<file path="config.mk">
export PLATFORM = sky130hd
export DESIGN_NAME = serial_addsub
export DESIGN_NICKNAME = d
export VERILOG_FILES = /design/src/rtl/serial_addsub_pkg.sv /design/src/rtl/serial_addsub_digit_adder.sv /design/src/rtl/serial_addsub.sv
export SDC_FILE = /design/constraint.sdc
export NUM_CORES = 1
export LEC_CHECK = 0
export BUFFER_PORTS_ARGS = -buffer_cell sky130_fd_sc_hd__clkbuf_2
export CAP_MARGIN = 30
export CORE_MARGIN = 1
export CORE_UTILIZATION = 40
export DETAILED_ROUTE_END_ITERATION = 8
export PLACE_DENSITY = 0.65
export SLEW_MARGIN = 20
export SYNTH_ARGS = -nofsm -noshare
export SYNTH_HDL_FRONTEND = slang
export SYNTH_HIERARCHICAL = 1
export SYNTH_SLANG_ARGS = --single-unit
</file>
<file path="constraint.sdc">
create_clock -name clk -period 3.35 [get_ports clk]
set_input_delay 0.335 -clock clk [delete_from_list [all_inputs] [get_ports clk]]
set_output_delay 0.335 -clock clk [all_outputs]
set_load 0.01 [all_outputs]
</file>
<file path="src/rtl/serial_addsub_pkg.sv">
// rtl/serial_addsub_pkg.sv - shared types, mode constants and sizing helper for serial_addsub
package serial_addsub_pkg;

   typedef enum logic {
      IDLE = 1'b0,
      RUN  = 1'b1
   } state_t;

   localparam logic MODE_ADD = 1'b0;
   localparam logic MODE_SUB = 1'b1;

   // Counter width for n digits; never below one bit so NDIG=1 still has a counter.
   function automatic int clog2_min1(input int n);
      int r;
      r = 0;
      while ((1 << r) < n) begin
         r = r + 1;
      end
      return (r < 1) ? 1 : r;
   endfunction

endpackage

</file>
<file path="src/rtl/serial_addsub_digit_adder.sv">
// rtl/serial_addsub_digit_adder.sv - DIGIT-bit combinational ripple chain of full-adder cells
module serial_addsub_digit_adder #(
   parameter int DIGIT = 4
) (
   input  logic [DIGIT-1:0] a,
   input  logic [DIGIT-1:0] b,
   input  logic             ci,
   output logic [DIGIT-1:0] s,
   output logic             co,
   output logic             c_msb
);

   logic [DIGIT:0] c;

   assign c[0] = ci;

   for (genvar i = 0; i < DIGIT; i++) begin : g_fa
      assign s[i]   = a[i] ^ b[i] ^ c[i];
      assign c[i+1] = (a[i] & b[i]) | (c[i] & (a[i] ^ b[i]));
   end

   assign co    = c[DIGIT];
   // Carry into the top bit of this digit; only meaningful on the last digit for V.
   assign c_msb = c[DIGIT-1];

endmodule

</file>
<file path="src/rtl/serial_addsub.sv">
// rtl/serial_addsub.sv - digit-serial adder/subtractor with start/ready/done handshake
module serial_addsub
   import serial_addsub_pkg::*;
#(
   parameter int WIDTH = 16,
   parameter int DIGIT = 4
) (
   input  logic             clk,
   input  logic             reset,
   input  logic             start,
   input  logic             Sub,
   input  logic [WIDTH-1:0] A,
   input  logic [WIDTH-1:0] B,
   input  logic             Cin,
   output logic             ready,
   output logic             done,
   output logic [WIDTH-1:0] Sum,
   output logic             Cout,
   output logic             V
);

   localparam int NDIG = WIDTH / DIGIT;
   localparam int CW   = clog2_min1(NDIG);

   state_t           state;
   state_t           state_nxt;
   logic [CW-1:0]    cnt;
   logic [WIDTH-1:0] a_q;
   logic [WIDTH-1:0] b_q;
   logic [WIDTH-1:0] sum_q;
   logic             carry_q;
   logic             cout_q;
   logic             v_q;
   logic             done_q;
   logic             accept;
   logic             last;
   logic             run;

   logic [DIGIT-1:0] a_dig;
   logic [DIGIT-1:0] b_dig;
   logic [DIGIT-1:0] s_dig;
   logic             c_out;
   logic             c_msb;

   assign last = (cnt == CW'(NDIG - 1));
   assign run  = (state == RUN);

   always_comb begin
      a_dig = '0;
      b_dig = '0;
      for (int d = 0; d < NDIG; d++) begin
         if (cnt == CW'(d)) begin
            a_dig = a_q[d*DIGIT +: DIGIT];
            b_dig = b_q[d*DIGIT +: DIGIT];
         end
      end
   end

   serial_addsub_digit_adder #(
      .DIGIT (DIGIT)
   ) u_digit_adder (
      .a     (a_dig),
      .b     (b_dig),
      .ci    (carry_q),
      .s     (s_dig),
      .co    (c_out),
      .c_msb (c_msb)
   );

   always_ff @(posedge clk) begin
      if (reset) begin
         state <= IDLE;
      end else begin
         state <= state_nxt;
      end
   end

   always_comb begin
      state_nxt = state;
      ready     = 1'b0;
      accept    = 1'b0;
      case (state)
         IDLE: begin
            ready = 1'b1;
            if (start) begin
               accept    = 1'b1;
               state_nxt = RUN;
            end
         end
         RUN: begin
            if (last) begin
               state_nxt = IDLE;
            end
         end
         default: state_nxt = IDLE;
      endcase
   end

   // Subtraction is A + ~B + ~Cin, so B and the initial carry are inverted at capture.
   always_ff @(posedge clk) begin
      if (reset) begin
         cnt     <= '0;
         a_q     <= '0;
         b_q     <= '0;
         sum_q   <= '0;
         carry_q <= 1'b0;
         cout_q  <= 1'b0;
         v_q     <= 1'b0;
         done_q  <= 1'b0;
      end else begin
         done_q <= 1'b0;
         if (accept) begin
            a_q     <= A;
            b_q     <= (Sub == MODE_SUB) ? ~B : B;
            carry_q <= (Sub == MODE_SUB) ? ~Cin : Cin;
            cnt     <= '0;
            sum_q   <= '0;
            cout_q  <= 1'b0;
            v_q     <= 1'b0;
         end else if (run) begin
            carry_q <= c_out;
            cnt     <= cnt + CW'(1);
            for (int d = 0; d < NDIG; d++) begin
               if (cnt == CW'(d)) begin
                  sum_q[d*DIGIT +: DIGIT] <= s_dig;
               end
            end
            if (last) begin
               cout_q <= c_out;
               v_q    <= c_msb ^ c_out;
               done_q <= 1'b1;
            end
         end
      end
   end

   assign done = done_q;
   assign Sum  = sum_q;
   assign Cout = cout_q;
   assign V    = v_q;

endmodule

</file>
==> run summary <==
The total setup violations reported at the end of the flow is 0. The height of the die came out at 82.8 microns. The detailed-placement wirelength estimate is 3950 microns. The count of buffers from port buffering is 56.

The hold violation count in the final report came out at 0. The setup clock skew after layout came out at 0.00544 ns. The kind of critical path is reg -> reg. The ratio of final minimum period to clock period came out at 92.2%. The site row count is 29. The number of pins with negative max-slew slack in the final report is 0.

Ranked by total cell area, the synthesized netlist is headed by sky130_fd_sc_hd__dfxtp_1 (42%), sky130_fd_sc_hd__nand2_1 (8.9%), sky130_fd_sc_hd__a21oi_1 (6.7%). TritonCTS built the clock tree. The post-synthesis cell count came out at 309. At the worst endpoint, the arrival time is 3.29 ns. In this run, the number of DRC markers left after iteration 0 of detailed routing was 86.

The number of nets with antenna violations after detailed routing came out at 0. The total of warnings raised by yosys is 6. In this run the worst setup path begins at cnt[0]. The internal reg-to-reg setup slack came out at 0.26 ns. The min-delay analysis places its worst path in the category in -> reg. The all-layer global routing usage is 16.1%. The fraction of post-synthesis cell area in the top cell type by area is 42.1%. The leakage dissipation is 1.18 nW.

The worst flop-to-flop path endpoint is Sum[3]. The root buffer cell is sky130_fd_sc_hd__clkbuf_8. In this run, post-CTS hold repair placed 0 buffers. The upper clock frequency limit came out at 0.324 GHz. The routed metal-1 wire length is 2570 microns.

The clock reaches the later pin of the worst-skew pair after 0.31 ns. The post-synthesis sequential element count came out at 55. Walking the worst path, the cells encountered are inv_1 > ha_1 > nand2b_1 > mux2i_1 > a31oi_1 > fa_1 > inv_1 > fa_1 > fa_1 > inv_1 > fa_1 > nand3_1 > a21oi_1. STA classifies the critical path startpoint as a flop. Counting every net in the synthesized netlist gives 354.

The top-level port count is 57. The first-pass detailed-route iteration total came out at 4. The repair_antennas step left the layout with diodes totalling 0. The number of clock sinks came out at 55.

The total routed wirelength came out at 5370 microns. The post-route netlist has 22.1% of its cells at a drive strength greater than 1. The data required time at the worst endpoint is 3.55 ns. The worst register-to-register path begins at cnt[0]. In this run the deepest clock path goes through 2 buffers. The maximum number of pins on one net before global-route repair came out at 49. The number of antenna violations at the first check in global routing came out at 0. The highest layer touched by signal routing is met4. The per-cell routed wire length came out at 12.4 microns. The peak supply drop came out at 0.241 mV. The first global-routing pass estimated 9070 microns of wire. The final core utilization came out at 48.0%. From synthesis to final layout, the design area changed by 15.9%.

The slowest stage of the critical path is the sky130_fd_sc_hd__fa_1 cell. The x dimension of the die is 82.8 microns. By count the netlist is led by sky130_fd_sc_hd__nand2_1 (62), sky130_fd_sc_hd__dfxtp_1 (55), sky130_fd_sc_hd__a21oi_1 (35). The number of CTS-inserted buffers is 5.

The number of global-route vias before repair is 1987. The floorplan die area came out at 0.00686 sq mm. The post-synthesis average cell area is 8.45 sq um. The largest fanout of any net on the critical path came out at 7. The post-synthesis cell area is 0.00261 sq mm. Post-CTS timing repair inserted 0 buffers for setup.

The number of maximum-capacitance violations is 0. The flow ran to the end, and the final reports show no timing, DRC or antenna violations. The number of vias after detailed routing is 2126.

Headroom to the max-slew limit came out at 54.0%. The largest single stage delay on the critical path is 0.48 ns. The pin slew with the least headroom to its limit came out at 0.689 ns. Setup repair after global routing left no endpoint under its margin.

The met3 routed wirelength is 238 microns. The CTS H-tree depth is 2. The proportion of synthesized flip-flops having asynchronous set or reset is 0%. After filler insertion, the fill cell instance count of the layout stands at 652. The clock-pin slew reported for the worst setup and hold paths after clock tree synthesis came out at 0.09 ns.

The average via count per standard cell came out at 4.89. The length of routed met2 wiring came out at 2500 microns. Global routing finished with a remaining overflow of 0.

The fraction of the yosys area taken by sequential cells came out at 42.1%. The logic depth of the worst register-to-register path came out at 13. The most repeated library cell on the critical path is sky130_fd_sc_hd__fa_1. By instance count, the leading cell after synthesis is sky130_fd_sc_hd__nand2_1. The effective utilization at floorplan is 41.4%. The final layout contains 402 nets. The number of flops mapped to enable cells by yosys came out at 0.

The critical path ends at Sum[3]. The placeable core area came out at 0.00631 sq mm. The shortest period the worst path allows is 3.09 ns. The worst setup path is captured at a flop. The setup TNS came out at 0 ns. Counting distinct cell types in the post-synthesis netlist gives 26.

The largest total area in the synthesized netlist belongs to sky130_fd_sc_hd__dfxtp_1. The DRC violation count after routing came out at 0. The power per cell area came out at 441 mW/mm^2. For this run, the leading register cell type out of synthesis is sky130_fd_sc_hd__dfxtp_1. At the end of routability-driven placement, the weighted congestion stood at 0.846.
==> metal layers <==
layer  global-route usage (%)  up-vias
met3                     3.88        6
met5                        0        -
met1                     21.5      952
met2                     25.7       48
li1                         -     1120
met4                     4.70        0
==> state kept, by name, indices dropped and copies added (netlist names) <==
register  count
Sum          16
a_q          16
b_q          16
cnt           2
Cout          1
V             1
carry_q       1
done          1
run           1
==> cells in the final DEF (no fill, tap or decap), types with 7 or more instances in the layout <==
cell type,n
sky130_fd_sc_hd__mux2i_1,9
sky130_fd_sc_hd__a21oi_1,35
sky130_fd_sc_hd__nand3_1,17
sky130_fd_sc_hd__nand3b_1,8
sky130_fd_sc_hd__buf_4,8
sky130_fd_sc_hd__nand2b_1,10
sky130_fd_sc_hd__nor2_1,22
sky130_fd_sc_hd__a211oi_1,16
sky130_fd_sc_hd__a31oi_1,7
sky130_fd_sc_hd__clkbuf_2,56
sky130_fd_sc_hd__clkbuf_8,7
sky130_fd_sc_hd__xnor2_1,18
sky130_fd_sc_hd__inv_1,11
sky130_fd_sc_hd__dfxtp_1,55
sky130_fd_sc_hd__nand2_1,62
==> stage by stage <==
step	instance area (sq um)	hold WS (ns)	total power, mW	instances	worst slack, ns
3_5_place_dp	2890	0.447	0.949	426	0.154
2_1_floorplan	2610	0.431	0.891	309	0.331
4_1_cts	2990	0.232	1.34	434	0.142
5_1_grt	3030	0.241	1.41	435	0.0557
6_report	3030	0.230	1.33	435	0.261
3_3_place_gp	2890	0.445	0.945	426	0.341
==> worst min-delay path by stage <==
stage	start	to	depth (start not counted)
6_report	A[11]	a_q[11]	3
5_1_grt	A[4]	a_q[4]	3
4_1_cts	A[15]	a_q[15]	3
3_5_place_dp	Sum[8]	Sum[8]	2
3_3_place_gp	Sum[9]	Sum[9]	2
2_1_floorplan	a_q[10]	a_q[10]	2
==> worst max-delay path: cells and delay by family (launching register included) <==
kind            cells  cell delay [ns]
flops               1             0.41
mux                 1             0.07
buf+inv             3             0.25
compound gates      2             0.30
simple gates        2             0.20
fa+ha+maj           5             1.75
==> cell families (layout without fill, tap and decap cells) <==
group           count (synthesis)  in the layout  share of synthesized area [%]
simple gates                  122            122                           21.5
compound gates                 61             61                           13.9
flops                          55             55                           42.1
buf+inv                        35             84                           7.71
xor+xnor                       19             19                           6.37
mux                             9              9                           3.45
fa+ha+maj                       8              8                           4.98
==> layout make-up <==
| type | instances | area (sq um) | share of cell area (%) |
|---|---|---|---|
| inverter | 11 | 41.3 | 1.36 |
| multi-input combinational | 219 | 1320 | 43.6 |
| clock buffer | 8 | 100 | 3.31 |
| sequential | 55 | 1100 | 36.4 |
| tap | 77 | 96.3 | 3.18 |
| timing repair buffer | 65 | 368 | 12.1 |
==> repair_timing <==
| item | in CTS | in global routing |
|---|---|---|
| hold endpoints to repair | 0 | 0 |
| endpoints found under the setup margin | 0 | 4 |
| resized for setup | 0 | 3 |
==> where the power goes <==
group	switching [mW]	total, mW	leakage, nW	internal, mW
logic	0.131	0.228	0.679	0.0971
clock network	0.207	0.396	0.0515	0.189
registers	0.0214	0.710	0.450	0.689
(Power assumes the default switching activity.)
